$ cat src/rtl/hdmi_link_seq.sv
// -----------------------------------------------------------------------------
// hdmi_link_seq
//
// Bring-up sequencer for an HDMI transmit link. It waits for the pixel PLL to
// lock, lets the lock settle, releases the /5 clock divider, optionally checks
// the resulting pixel clock rate, and finally releases the HDMI encoder. Lock
// loss or a bad pixel-clock window triggers a retry. Too many retries, or a
// lock timeout, parks the sequencer in FAULT until enable is dropped.
//
// Build option:
//   HDMI_SEQ_CLKMON_EN  defined   -> pixel-clock monitor and CLK_CHECK state
//                                    are compiled in.
//                       undefined -> DIV_RUN goes straight to RUN, pix_tog is
//                                    ignored, and RUN exits only on lock loss.
//
// Ports:
//   sys_clk     in   system clock (27 MHz)
//   sys_resetn  in   asynchronous active-low reset
//   enable      in   link request, synchronous to sys_clk
//   pll_lock    in   PLL lock indication, asynchronous
//   pix_tog     in   toggles once per 64 pixel clocks, asynchronous
//   div_resetn  out  active-low reset to the /5 clock divider
//   hdmi_reset  out  active-high reset to the HDMI encoder
//   link_up     out  high only in RUN
//   fault       out  high only in FAULT
//   state       out  current state encoding (OFF=0 .. FAULT=6)
//   retry_cnt   out  failed bring-up count, saturating at 15
// -----------------------------------------------------------------------------
module hdmi_link_seq #(
    parameter int LOCK_TIMEOUT    = 2700000,
    parameter int LOCK_SETTLE_CYC = 2700,
    parameter int DIV_SETTLE_CYC  = 64,
    parameter int WINDOW_CYC      = 2700,
    parameter int PIX_MIN         = 110,
    parameter int PIX_MAX         = 122,
    parameter int MAX_RETRY       = 3
) (
    input  logic       sys_clk,
    input  logic       sys_resetn,
    input  logic       enable,
    input  logic       pll_lock,
    input  logic       pix_tog,
    output logic       div_resetn,
    output logic       hdmi_reset,
    output logic       link_up,
    output logic       fault,
    output logic [2:0] state,
    output logic [3:0] retry_cnt
);

    typedef enum logic [2:0] {
        ST_OFF         = 3'd0,
        ST_WAIT_LOCK   = 3'd1,
        ST_LOCK_SETTLE = 3'd2,
        ST_DIV_RUN     = 3'd3,
        ST_CLK_CHECK   = 3'd4,
        ST_RUN         = 3'd5,
        ST_FAULT       = 3'd6,
        ST_BAD         = 3'd7
    } state_t;

    // One shared cycle counter serves the lock timeout, the lock settle time
    // and the divider settle time, so it is sized for the largest of them.
    localparam int CNT_MAX =
        (LOCK_TIMEOUT > LOCK_SETTLE_CYC) ?
            ((LOCK_TIMEOUT > DIV_SETTLE_CYC) ? LOCK_TIMEOUT : DIV_SETTLE_CYC) :
            ((LOCK_SETTLE_CYC > DIV_SETTLE_CYC) ? LOCK_SETTLE_CYC : DIV_SETTLE_CYC);
    localparam int CNT_W = $clog2(CNT_MAX + 1);

    localparam logic [CNT_W-1:0] CNT_ZERO = CNT_W'(0);
    localparam logic [CNT_W-1:0] CNT_ONE  = CNT_W'(1);
    localparam logic [CNT_W-1:0] LT_LAST  = CNT_W'(LOCK_TIMEOUT - 1);
    localparam logic [CNT_W-1:0] LS_LAST  = CNT_W'(LOCK_SETTLE_CYC - 1);
    localparam logic [CNT_W-1:0] DS_LAST  = CNT_W'(DIV_SETTLE_CYC - 1);
    localparam logic [31:0]      MAX_RETRY_U = MAX_RETRY;

    // Saturating increment for the 4-bit retry counter.
    function automatic logic [3:0] sat_inc4(input logic [3:0] v);
        logic [3:0] r;
        if (v == 4'hF) begin
            r = 4'hF;
        end else begin
            r = v + 4'd1;
        end
        return r;
    endfunction

    state_t           state_r;
    state_t           state_nxt_s;
    logic [CNT_W-1:0] cnt_r;
    logic [CNT_W-1:0] cnt_nxt_s;
    logic [3:0]       retry_r;
    logic [3:0]       retry_nxt_s;
    logic [3:0]       retry_inc_s;
    logic             retry_fault_s;
    logic             retry_req_s;
    logic [1:0]       lock_sync_r;
    logic             lock_s;
    logic             div_resetn_r;
    logic             hdmi_reset_r;
    logic             link_up_r;
    logic             fault_r;

    // Two-flop synchronizer for the asynchronous PLL lock.
    always_ff @(posedge sys_clk or negedge sys_resetn) begin
        if (!sys_resetn) begin
            lock_sync_r <= 2'b00;
        end else begin
            lock_sync_r <= {lock_sync_r[0], pll_lock};
        end
    end

    assign lock_s = lock_sync_r[1];

`ifdef HDMI_SEQ_CLKMON_EN
    // Edge counter must be able to represent PIX_MAX+1 so that "too many"
    // is distinguishable from "exactly PIX_MAX".
    localparam int EDGE_W = $clog2(PIX_MAX + 2);
    localparam int WIN_W  = $clog2(WINDOW_CYC + 1);

    localparam logic [EDGE_W-1:0] EDGE_ZERO = EDGE_W'(0);
    localparam logic [EDGE_W-1:0] EDGE_ONE  = EDGE_W'(1);
    localparam logic [EDGE_W-1:0] EDGE_SAT  = {EDGE_W{1'b1}};
    localparam logic [EDGE_W-1:0] EDGE_MIN  = EDGE_W'(PIX_MIN);
    localparam logic [EDGE_W-1:0] EDGE_MAX  = EDGE_W'(PIX_MAX);
    localparam logic [WIN_W-1:0]  WIN_ZERO  = WIN_W'(0);
    localparam logic [WIN_W-1:0]  WIN_ONE   = WIN_W'(1);
    localparam logic [WIN_W-1:0]  WIN_LAST  = WIN_W'(WINDOW_CYC - 1);

    logic [1:0]        pix_sync_r;
    logic              pix_prev_r;
    logic [WIN_W-1:0]  win_cnt_r;
    logic [EDGE_W-1:0] edge_cnt_r;
    logic              pix_edge_s;
    logic              mon_active_s;
    logic              win_end_s;
    logic              in_range_s;
    logic [EDGE_W-1:0] edge_total_s;

    // Two-flop synchronizer for pix_tog plus a delay flop for edge detection.
    always_ff @(posedge sys_clk or negedge sys_resetn) begin
        if (!sys_resetn) begin
            pix_sync_r <= 2'b00;
            pix_prev_r <= 1'b0;
        end else begin
            pix_sync_r <= {pix_sync_r[0], pix_tog};
            pix_prev_r <= pix_sync_r[1];
        end
    end

    // Window bookkeeping: the edge seen in the last cycle of a window still
    // belongs to that window, so the pass test uses the updated total.
    always_comb begin
        mon_active_s = (state_r == ST_CLK_CHECK) || (state_r == ST_RUN);
        pix_edge_s   = pix_sync_r[1] ^ pix_prev_r;
        win_end_s    = mon_active_s && (win_cnt_r == WIN_LAST);
        if (pix_edge_s && (edge_cnt_r != EDGE_SAT)) begin
            edge_total_s = edge_cnt_r + EDGE_ONE;
        end else begin
            edge_total_s = edge_cnt_r;
        end
        in_range_s = (edge_total_s >= EDGE_MIN) && (edge_total_s <= EDGE_MAX);
    end

    // Window and edge counters: held at zero outside CLK_CHECK/RUN and
    // restarted at every window boundary so windows run back-to-back.
    always_ff @(posedge sys_clk or negedge sys_resetn) begin
        if (!sys_resetn) begin
            win_cnt_r  <= WIN_ZERO;
            edge_cnt_r <= EDGE_ZERO;
        end else if (!mon_active_s || win_end_s) begin
            win_cnt_r  <= WIN_ZERO;
            edge_cnt_r <= EDGE_ZERO;
        end else begin
            win_cnt_r  <= win_cnt_r + WIN_ONE;
            edge_cnt_r <= edge_total_s;
        end
    end
`else
    // Monitor not built: keep the monitor inputs and parameters referenced.
    localparam int CLKMON_UNUSED = WINDOW_CYC + PIX_MIN + PIX_MAX;
    logic [31:0] clkmon_unused_s;
    assign clkmon_unused_s = {31'd0, pix_tog} ^ CLKMON_UNUSED[31:0];
`endif

    // Retry outcome, computed once for every state that can request a retry.
    always_comb begin
        retry_inc_s   = sat_inc4(retry_r);
        retry_fault_s = ({28'd0, retry_inc_s} >= MAX_RETRY_U);
    end

    // Next-state logic; enable=0 overrides everything.
    always_comb begin
        state_nxt_s = state_r;
        cnt_nxt_s   = cnt_r;
        retry_nxt_s = retry_r;
        retry_req_s = 1'b0;
        if (!enable) begin
            state_nxt_s = ST_OFF;
            cnt_nxt_s   = CNT_ZERO;
            retry_nxt_s = 4'd0;
        end else begin
            case (state_r)
                ST_OFF: begin
                    state_nxt_s = ST_WAIT_LOCK;
                    cnt_nxt_s   = CNT_ZERO;
                end
                ST_WAIT_LOCK: begin
                    if (lock_s) begin
                        state_nxt_s = ST_LOCK_SETTLE;
                        cnt_nxt_s   = CNT_ZERO;
                    end else if (cnt_r == LT_LAST) begin
                        state_nxt_s = ST_FAULT;
                        cnt_nxt_s   = CNT_ZERO;
                    end else begin
                        cnt_nxt_s   = cnt_r + CNT_ONE;
                    end
                end
                ST_LOCK_SETTLE: begin
                    if (!lock_s) begin
                        state_nxt_s = ST_WAIT_LOCK;
                        cnt_nxt_s   = CNT_ZERO;
                    end else if (cnt_r == LS_LAST) begin
                        state_nxt_s = ST_DIV_RUN;
                        cnt_nxt_s   = CNT_ZERO;
                    end else begin
                        cnt_nxt_s   = cnt_r + CNT_ONE;
                    end
                end
                ST_DIV_RUN: begin
                    if (!lock_s) begin
                        retry_req_s = 1'b1;
                    end else if (cnt_r == DS_LAST) begin
`ifdef HDMI_SEQ_CLKMON_EN
                        state_nxt_s = ST_CLK_CHECK;
`else
                        state_nxt_s = ST_RUN;
`endif
                        cnt_nxt_s   = CNT_ZERO;
                    end else begin
                        cnt_nxt_s   = cnt_r + CNT_ONE;
                    end
                end
                ST_CLK_CHECK: begin
`ifdef HDMI_SEQ_CLKMON_EN
                    if (!lock_s) begin
                        retry_req_s = 1'b1;
                    end else if (win_end_s) begin
                        if (in_range_s) begin
                            state_nxt_s = ST_RUN;
                        end else begin
                            retry_req_s = 1'b1;
                        end
                    end else begin
                        state_nxt_s = ST_CLK_CHECK;
                    end
`else
                    state_nxt_s = ST_OFF;
                    cnt_nxt_s   = CNT_ZERO;
`endif
                end
                ST_RUN: begin
                    if (!lock_s) begin
                        retry_req_s = 1'b1;
`ifdef HDMI_SEQ_CLKMON_EN
                    end else if (win_end_s && !in_range_s) begin
                        retry_req_s = 1'b1;
`endif
                    end else begin
                        state_nxt_s = ST_RUN;
                    end
                end
                ST_FAULT: begin
                    state_nxt_s = ST_FAULT;
                end
                default: begin
                    state_nxt_s = ST_OFF;
                    cnt_nxt_s   = CNT_ZERO;
                end
            endcase
            if (retry_req_s) begin
                retry_nxt_s = retry_inc_s;
                cnt_nxt_s   = CNT_ZERO;
                if (retry_fault_s) begin
                    state_nxt_s = ST_FAULT;
                end else begin
                    state_nxt_s = ST_WAIT_LOCK;
                end
            end else begin
                retry_nxt_s = retry_r;
            end
        end
    end

    // State, counters and outputs; outputs are decoded from the next state so
    // they change on the same edge as the state register.
    always_ff @(posedge sys_clk or negedge sys_resetn) begin
        if (!sys_resetn) begin
            state_r      <= ST_OFF;
            cnt_r        <= CNT_ZERO;
            retry_r      <= 4'd0;
            div_resetn_r <= 1'b0;
            hdmi_reset_r <= 1'b1;
            link_up_r    <= 1'b0;
            fault_r      <= 1'b0;
        end else begin
            state_r      <= state_nxt_s;
            cnt_r        <= cnt_nxt_s;
            retry_r      <= retry_nxt_s;
            div_resetn_r <= (state_nxt_s == ST_DIV_RUN) ||
                            (state_nxt_s == ST_CLK_CHECK) ||
                            (state_nxt_s == ST_RUN);
            hdmi_reset_r <= (state_nxt_s != ST_RUN);
            link_up_r    <= (state_nxt_s == ST_RUN);
            fault_r      <= (state_nxt_s == ST_FAULT);
        end
    end

    assign state      = state_r;
    assign retry_cnt  = retry_r;
    assign div_resetn = div_resetn_r;
    assign hdmi_reset = hdmi_reset_r;
    assign link_up    = link_up_r;
    assign fault      = fault_r;

endmodule

$ cat config.mk
export PLATFORM = sky130hd
export DESIGN_NAME = hdmi_link_seq
export DESIGN_NICKNAME = d
export VERILOG_FILES = /design/src/rtl/hdmi_link_seq.sv
export SDC_FILE = /design/constraint.sdc
export NUM_CORES = 1
export LEC_CHECK = 0
export CAP_MARGIN = 10
export CORE_UTILIZATION = 52
export DETAILED_ROUTE_END_ITERATION = 10
export GPL_ROUTABILITY_DRIVEN = 0
export PLACE_DENSITY = 0.82
export SYNTH_ARGS = -nofsm -noshare
export SYNTH_HDL_FRONTEND = slang
export SYNTH_SLANG_ARGS = --single-unit
$ cat constraint.sdc
create_clock -name sys_clk -period 2.6 [get_ports sys_clk]
set_clock_uncertainty 0.05 [all_clocks]
set_input_delay 0.65 -clock sys_clk [delete_from_list [all_inputs] [get_ports sys_clk]]
set_output_delay 0.65 -clock sys_clk [all_outputs]
set_load 0.02 [all_outputs]
# --- After elaboration in Yosys (flattened, before gate mapping) ---
# Index checks and enable logic that the tools add are counted.
totals:
  output_inout_bits: 11
  register_bits: 35
  inputBits: 5
classes:
  magnitude_cmp: 1
  n_reduce_logical: 6
  eq_ne: 17
  muxes: 26
  addsub: 2
ops:
  columns: ["cell", "count"]
  rows:
  - ["2-to-1 mux 22 bit", 8]
  - ["one-hot mux 22 bit (4 select lines)", 1]
  - ["2-to-1 mux 3 bit", 10]
  - ["adder 22 x 1 -> 22 bit (second input constant)", 1]
  - ["equality test 22 x 12 -> 1 bit (second input constant)", 1]
  - ["equality test 22 bit (second input constant)", 1]
  - ["equality test 22 x 6 -> 1 bit (second input constant)", 1]
  - ["one-hot mux 3 bit (6 select lines)", 1]
  - ["equality test 3 bit (second input constant)", 5]
  - ["2-to-1 mux 4 bit", 3]
  - ["equality test 3 x 2 -> 1 bit (second input constant)", 3]
  - ["adder 4 x 1 -> 4 bit (second input constant)", 1]
  - ["equality test 4 bit (second input constant)", 1]
  - ["greater-or-equal comparator 4 x 2 -> 1 bit (second input constant)", 1]
  - ["!= test 4 bit (second input constant)", 1]
  - ["OR reduction 2 bit", 2]
  - ["equality test 3 x 1 -> 1 bit (second input constant)", 1]
  - ["logical NOT 3 bit", 1]
  - ["2-to-1 mux 1 bit", 3]
  - ["!= test 3 x 2 -> 1 bit (second input constant)", 1]
  - ["!= test 3 bit (second input constant)", 1]
  - ["logical OR 1 bit", 2]
  - ["!= test 2 x 1 -> 1 bit (second input constant)", 1]
  - ["AND reduction 2 bit", 1]

# --- Longest topological paths before layout ---
# Gate-level depths: netlist of the first run.
logic_depth:
  depth_word: 9
  depth_mapped: 9
  mapped_depth_nobuf: 7

# --- Worst setup path before layout of the first run ---
# No wires, ideal clock.
synth_path:
  path_kind: "reg-to-reg"
  startpoint: "reg cnt_r[13]"
  endpoint: "reg cnt_r[3]"
  t_arrival_ns: 2.212
  stages_incl_launch_ff: 8
  required_time_ns: 2.429
  period_less_slack_ns: 2.383
  slack_ns: 0.217
  path_cell_list: "dfrtp_1 > or4_1 > or4_4 > o41ai_4 > o22ai_2 > buf_6 > a21o_1 > a22o_1"
synth_between:
  elab_chain_cells: 6
  elab_cells_between_ends: 12
synth_lines:
  columns: ["item", "line", "source"]
  rows:
  - ["start, declared", "90", "logic [CNT_W-1:0] cnt_r;"]
  - ["start signal, assigned", "308", "cnt_r <= cnt_nxt_s;"]
  - ["equality test 22 x 6 -> 1 bit (tied with other cells)", "233", "end else if (cnt_r == DS_LAST) begin"]
  - ["2-to-1 mux 22 bit (on tied branches)", "233, 212, 223", null]
  - ["2-to-1 mux 22 bit (on tied branches)", "231, 209, 220", null]
  - ["one-hot mux 22 bit (4 select lines) (*)", "203", "case (state_r)"]
  - ["2-to-1 mux 22 bit (*)", "281", "if (retry_req_s) begin"]
  - ["2-to-1 mux 22 bit (*)", "198", "if (!enable) begin"]
# Mark *: on every way between the ends. The rest lies on a longest branch, timed or not. The select of a mux whose other input is x is not followed.
# A chain may end at the register's enable or synchronous reset.

# --- Worst setup path after layout of the first run ---
layout_path:
  startpoint: "reg cnt_r[12]"
  endpoint: "reg cnt_r[15]"
layout_between:
  elab_chain_cells: 6
  elab_cells_between_ends: 13
layout_lines:
  columns: ["item", "line"]
  rows:
  - ["adder 22 x 1 -> 22 bit (tied with other cells)", "216, 227, 241"]
  - ["2-to-1 mux 22 bit (on tied branches)", "233, 212, 223"]
  - ["2-to-1 mux 22 bit (on tied branches)", "231, 209, 220"]
  - ["one-hot mux 22 bit (4 select lines) (*)", "203"]
  - ["2-to-1 mux 22 bit (*)", "281"]
  - ["2-to-1 mux 22 bit (*)", "198"]
# Marked as above.

==> results of run 1 <==
cells by family (layout without fill, tap and decap cells):
kind of cell    after synthesis  in the layout  synth area share [%]
simple gates                109            109                 28.88
fa+ha+maj                     2              2                 1.216
xor+xnor                      4              4                 1.702
mux                           1              1                0.4863
buf+inv                      19             46                 4.012
compound gates               61             61                 21.09
flops                        35             35                 42.61
cell usage after synthesis, types with 2 or more instances:
master,count
dfrtp_1,34
nand2_1,25
nand3_1,19
a21oi_1,12
o21ai_0,12
nor2_1,10
inv_1,9
nand4_1,9
nor3_1,9
a31oi_1,7
a22o_1,6
clkbuf_1,6
nand2b_1,6
and2_1,4
nand3b_1,4
o21a_1,4
a21o_1,3
and3_1,3
buf_2,3
or3_1,3
or4_1,3
xnor2_1,3
a41oi_1,2
and4_1,2
ha_1,2
nor2b_1,2
nor4_1,2
nor4bb_1,2
o211ai_1,2
o31ai_1,2
or2_2,2
worst max-delay path: cells and delay by family (launching register included):
family	cells	cell delay, ns
AO/OA/AOI/OAI	4	0.75
buffers and inverters	1	0.18
AND/OR/NAND/NOR	2	1.01
flip-flops	1	0.37
state kept, by name, summed over array words and instances, names as in the netlist:
name	count
retry_cnt	4
state	3
link_up	1
hdmi_reset	1
fault	1
div_resetn	1
cnt_r	22
lock_sync_r	2
per-stage QoR:
stage	area (sq um)	setup WS, ns	std cells	hold slack [ns]
2_1_floorplan	2058	0.2166	231	0.2812
3_3_place_gp	2335	0.1481	298	0.2989
3_5_place_dp	2335	0.1384	298	0.2991
4_1_cts	2452	0.1282	306	0.3152
5_1_grt	2465	0.007543	306	0.3255
6_report	2465	0.1194	306	0.3101
cell type report:
class / instances / area, sq um
clock buffers: 6 / 82.58
clock inverters: 2 / 35.03
fillers: 306 / 1251
inverters: 9 / 33.78
multi-input cells: 177 / 1111
flip-flops and latches: 35 / 877.1
well taps: 48 / 60.06
repair buffers: 29 / 265.3
routing by layer:
metal  track usage [%]  vias to the layer above
met1             31.02                      906
met3             5.810                        8
met2             40.89                       43
met4             11.39                        0
li1                  -                      920
met5                 0                        -
worst min path at each step:
stage	start	to	slack (ns)	cells after the start
2_1_floorplan	lock_sync_r[0]	lock_sync_r[1]	0.28	0
3_3_place_gp	lock_sync_r[0]	lock_sync_r[1]	0.30	0
3_5_place_dp	lock_sync_r[0]	lock_sync_r[1]	0.30	0
4_1_cts	lock_sync_r[0]	lock_sync_r[1]	0.32	0
5_1_grt	lock_sync_r[0]	lock_sync_r[1]	0.33	0
6_report	lock_sync_r[0]	lock_sync_r[1]	0.31	0
where the power goes:
group	switching, mW	internal (mW)
combinational	0.0532	0.0401
clock	0.195	0.310
sequential	0.0247	0.561
==> metrics.md, run 1 <==
| Metric | Value |
|---|---|
| GR Overflow Total | 0 |
| Worst Hold Class | register to register |
| Setup TNS | 0 ns |
| Final setup violation count | 0 |
| Synth Flop Type | dfrtp_1 |
| Cell area after synthesis | 2058 sq um |
| Fmax | 403.1 MHz |
| Initial DRC count | 178 |
| Worst Setup Start Kind | register |
| CTS tree | built |
| RR Endpoint | cnt_r[15] |
| Crit Path Category | register to register |
| Worst R2R Start | cnt_r[12] |
| Fin crit period | ~2.5 ns |
| RSZ-0062 raised after global routing | no |
| Cells after Synth | 231 |
| Final Hold Fails | 0 |
| Synth top area cells | dfrtp_1 41%, nand3_1 4.6%, nand2_1 4.6% |
| Metal3 WL | 193 um |
| Initial antenna violation count | 0 |
| Seq/Total Area, Yosys | 42.61% |
| Core area | 3716 sq um |
| Leakage Power | 1.061 nW |
| M1 wire length | between 1500 and 2000 um |
| CP max FO | 33 |
| Hold_buf cts | 0 |
| Htree depth | 2 |
| Max-cap violations | 0 |
| CTS clk-pin slew, worst paths | ~0.070 ns |
| Power, Total | 1.183 mW |
| GRT Util Overall | 24.99% |
| VDD IR max | roughly 0.33 mV |
| Layout area overhead | 19.76% |
| Num CTS Buffers | 5 |
| Slowest cell on the critical path | or4_1 |
| Cell breakdown of the critical path | or4_1, or4_4, o41ai_4, o22ai_2, buf_12, a21o_1, a22o_1 |
| Critical Path RT | around 2.7 ns |
| Synth unique cells | 50 |
| Post-synth EDFFs | 0 |
| Fin crit share | between 90 and 100% |
| Final wirelength | roughly 4600 um |
| Final ANT Viol Nets | 0 |
| Clk Tree Root Cell | clkbuf_8 |
| First-pass GRT wire length | 7976 um |
| Clk_lat worst skew | 0.29 ns |
| Reg2Reg Depth | 7 |
| IO Pins | 16 |
| Total clock sinks | 35 |
| # port buffers | 14 |
| Critical Path Sink | cnt_r[15] |
| Post-CTS repair timing setup buffer count | 0 |
| Critical Path End Type | register |
| Routed length per instance | between 15 and 20 um |
| Final core utilization | 66.33% |
| Die Width | 64.92 um |
| Yosys reg bits | 35 |
| Max-slew headroom | 64.44% |
| DR WL met2 | 2333 um |
| Vias in the first global route | around 1,800 |
| Diodes inserted | 0 |
| Most common cell after layout, fill and taps aside | dfrtp_1 |
| Yosys top cell by area | dfrtp_1 |
| Via Count | 1,877 |
| Critical Path AT | 2.60 ns |
| Pwr dens | between 400 and 500 nW/um^2 |
| CTS max path bufs | 2 |
| # rows | 22 |
| Yosys top cell area share | 41.34% |
| Setup crit start | cnt_r[12] |
| Synthesized Nets | 238 |
| Post-DR vias/cell | about 6.1 |
| Layout cells sized above 1 | 12.02% |
| Pre-antenna DRT Iters | 4 |
| Ys async rst share | between 90% and 100% |
| Flop-to-flop setup slack | 0.12 ns |
| Status | complete, no violations |
| Pin count of the biggest net entering global routing | 36 |
| CTS-repair resized insts | 0 |
| Yosys warning total | 0 |
| Die Area | 4214 sq um |
| Final HPWL DP | 3154 um |
| Chip Height | 64.92 um |
| Fin nets | 264 |
| Most frequent cells in the layout | 34 x dfrtp_1, 25 x nand2_1, 19 x nand3_1, 14 x clkdlybuf4s50_1, 14 x buf_4 |
| Max-slew violation count | 0 |
| Least-Margin Pin Slew | 0.5315 ns |
| DRC Markers | 0 |
| Syn_area_per_cell | 8.910 sq um |
| Top Metal Used | met4 |
| Initial Util | 55.39% |
| Critical path's largest stage delay | 0.55 ns |
(Power assumes the default switching activity.)
==> inputs of run 2 (changes only) <==
--- a/config.mk
+++ b/config.mk
@@ -6,10 +6,10 @@
 export NUM_CORES = 1
 export LEC_CHECK = 0
 export CAP_MARGIN = 10
-export CORE_UTILIZATION = 52
+export CORE_UTILIZATION = 55
 export DETAILED_ROUTE_END_ITERATION = 10
-export GPL_ROUTABILITY_DRIVEN = 0
-export PLACE_DENSITY = 0.82
+export GPL_ROUTABILITY_DRIVEN = 1
+export PLACE_DENSITY = 0.83
 export SYNTH_ARGS = -nofsm -noshare
 export SYNTH_HDL_FRONTEND = slang
 export SYNTH_SLANG_ARGS = --single-unit
==> constraint.sdc (replaced) <==
create_clock -name sys_clk -period 2.4 [get_ports sys_clk]
set_clock_uncertainty 0.05 [all_clocks]
set_input_delay 0.6 -clock sys_clk [delete_from_list [all_inputs] [get_ports sys_clk]]
set_output_delay 0.6 -clock sys_clk [all_outputs]
set_load 0.02 [all_outputs]
==> run 2 against run 1 <==
Worst setup slack got worse by 0.21 ns; sequential share of layout area shrank 3.0 points; largest power group unchanged; highest routed layer unchanged; utilization increased by 11 points; wire length increased by 13%; die area is 5.3% lower; total power increased by 5.2%; non-clock buffer count increased by 19; the run now ends with setup timing left; largest cell class unchanged; first-iteration DRC count fell by 1.7%; flip-flop and latch count did not move; cell area rose by 9.1%; maximum frequency shrank 0.53%; register-to-register slack got worse by 0.21 ns.
==> metrics.md, run 2 (same netlist as run 1, synthesis figures left out) <==
| Metric | Value |
|---|---|
| First-pass GRT wire length | 8549 um (+7.2%) |
| Most frequent cells in the layout | 34 x dfrtp_1, 30 x buf_4, 25 x nand2_1, 19 x nand3_1, 14 x clkdlybuf4s50_1 |
| Fin nets | 283 (+7.2%) |
| Final Instance Count excl. Fillers | 323 (+5.6%) |
| Die Width | 63.18 um (-2.7%) |
| Max-slew headroom | 68.39% (+3.9 points) |
| Routed length per instance | 16.06 um (+6.7%) |
| Final Hold Fails | 0 (unchanged) |
| CP max FO | 6 (-82%) |
| Final HPWL DP | 3409 um (+8.1%) |
| Fmax | 401.0 MHz (-0.53%) |
| Core area | 3468 sq um (-6.7%) |
| FILL cells | 240 (-22%) |
| Net Switching | 310.5 uW (+14%) |
| Reg power frac | 50.5% (+1.0 points) |
| GR Overflow Total | 0 (unchanged) |
| Final setup violation count | 11 (+11) |
| Most common cell after layout, fill and taps aside | dfrtp_1 |
| Via Count | 2,003 (+6.7%) |
| Fin crit share | 103.9% (+8.5 points) |
| Leakage Power | 1.169 nW (+10%) |
| Initial Util | 59.34% (+4.0 points) |
| Cell family with most CP delay | simple AND/OR/NAND/NOR gates |
| Violations in the final reports | setup timing |
| Combinational share of power | 11.3% (+3.4 points) |
| Die Area | 3991 sq um (-5.3%) |
| Worst Hold Class | register to register |
| Cell breakdown of the critical path | or4_4, or4_4, o41ai_4, o22ai_4, buf_4, buf_6, a21oi_2, a31oi_1 |
| CP most frequent cell | or4_4 |
| VDD IR max | 0.3913 mV (+17%) |
| P_int | 934.4 uW (+2.6%) |
| Status | finished, violations left |
| Pre-antenna DRT Iters | 5 (+1) |
| Clk_lat worst skew | 0.29 ns (about the same) |
| Slowest cell on the critical path | or4_4 |
| Max-cap violations | 0 (unchanged) |
| Fin crit period | 2.494 ns (+0.01318 ns) |
| Inst Count DP | 310 (+4.0%) |
| Num CTS Buffers | 5 (unchanged) |
| Final wirelength | 5188 um (+13%) |
| Initial DRC count | 175 (-1.7%) |
| Setup TNS | -0.4841 ns (-0.4841 ns) |
| Total clock sinks | 35 (unchanged) |
| Critical path's largest stage delay | 0.53 ns (-0.02 ns) |
| GP Congestion | around 0.84 |
| Clk Tree Root Cell | clkbuf_8 |
| Crit Path Category | register to register |
| Chip Height | 63.18 um (-2.7%) |
| Register area | 877.1 sq um (unchanged) |
| Switching Share | 24.94% (+1.9 points) |
| Critical Path End Type | register |
| Cell Area, Placed | 2437 sq um (+4.4%) |
| CTS tree | built |
| DRC Markers | 0 (unchanged) |
| CTS max path bufs | 2 (unchanged) |
| Final core utilization | 77.53% (+11 points) |
| Critical Path RT | 2.50 ns (-0.22 ns) |
| Pwr dens | 463.0 nW/um^2 (-3.6%) |
| Layout cells sized above 1 | 22.38% (+10 points) |
| Least-Margin Pin Slew | 0.4724 ns (-0.05903 ns) |
| Power, Total | 1.245 mW (+5.2%) |
| Flop-to-flop setup slack | -0.09 ns (-0.21 ns) |
| GRT Util Overall | 27.51% (+2.5 points) |
| Pin count of the biggest net entering global routing | 36 (unchanged) |
| Critical Path AT | 2.60 ns (about the same) |
| Final ANT Viol Nets | 0 (unchanged) |
| # rows | 21 (-4.5%) |
| Htree depth | 2 (unchanged) |
| CTS clk-pin slew, worst paths | 0.07 ns (about the same) |
| Clk network pwr share | 38.1% (-4.6 points) |
| Layout area overhead | 30.64% |
| Multi-input logic area | 1197 sq um (+7.8%) |
| # port buffers | 14 (unchanged) |
| Finished Cell Area | 2689 sq um (+9.1%) |
| RSZ-0062 raised after global routing | yes |
| Setup WS post-layout | -0.09379 ns (-0.2132 ns) |
| Max reg flops | 22 (unchanged) |
| Vias in the first global route | 1,807 (-0.44%) |
| Max-slew violation count | 0 (unchanged) |
| IO Pins | 16 (unchanged) |
| Worst Setup Start Kind | register |
| Initial antenna violation count | 0 (unchanged) |
| Diodes inserted | 0 (unchanged) |
| CP Buf/Inv Count | 2 (+1) |
| Post-DR vias/cell | 6.201 (+1.1%) |
| Largest Register | cnt_r |
[run 2: path summary, 6_finish.rpt]
| path | depth (start not counted) | to | startpoint |
|---|---|---|---|
| setup reg to reg | 8 | cnt_r[10] | cnt_r[12] |
| hold / removal | 0 | lock_sync_r[1] | lock_sync_r[0] |
| setup / recovery | 8 | cnt_r[10] | cnt_r[12] |
| max in group asynchronous | 2 | hdmi_reset | sys_resetn |
| hold reg to reg | 0 | lock_sync_r[1] | lock_sync_r[0] |
| min in group asynchronous | 2 | cnt_r[4] | sys_resetn |
[run 2: cell type report]
| type | count | area share [%] |
|---|---|---|
| multi-input combinational | 177 | 44.53 |
| sequential | 35 | 32.62 |
| timing repair buffer | 48 | 15.59 |
| clock buffer | 7 | 3.583 |
| tap | 46 | 2.141 |
| inverter | 9 | 1.256 |
| clock inverter | 1 | 0.2792 |
[run 2: power by group through the flow]
stage               sequential (mW)  combinational [mW]  clock, mW
floorplan                     0.640              0.0627          0
global placement              0.638               0.122          0
detailed placement            0.639               0.124          0
CTS                           0.628               0.128      0.484
global route                  0.632               0.154      0.506
finish                        0.629               0.141      0.475
[run 2: through the flow]
stage / hold slack [ns] / setup slack, ns
3_3_place_gp: 0.2819 / -0.04101
3_5_place_dp: 0.2992 / -0.08958
5_1_grt: 0.3175 / -0.1406
2_1_floorplan: 0.2544 / 0.01656
4_1_cts: 0.3147 / -0.05453
6_report: 0.3125 / -0.09379
[run 2: per-layer routing]
layer	global-route usage (%)	wire, um	vias up
met5	0	0	-
li1	-	-	956
met1	37.00	2299	986
met2	44.49	2539	52
met4	9.659	76	0
met3	4.891	273	9
[run 2: what timing repair did]
item                       CTS  global route
hold buffers                 0             0
pin swaps                    1             6
cloned                       1             0
setup endpoints to repair    9            21
setup buffers                1             3
resized for setup            5            19
[run 2: worst register-to-register path: cells and delay by family (launching register included)]
kind | cells | cell delay [ns]
compound gates | 4 | 0.64
simple gates | 2 | 0.99
flops | 1 | 0.38
buf+inv | 2 | 0.30
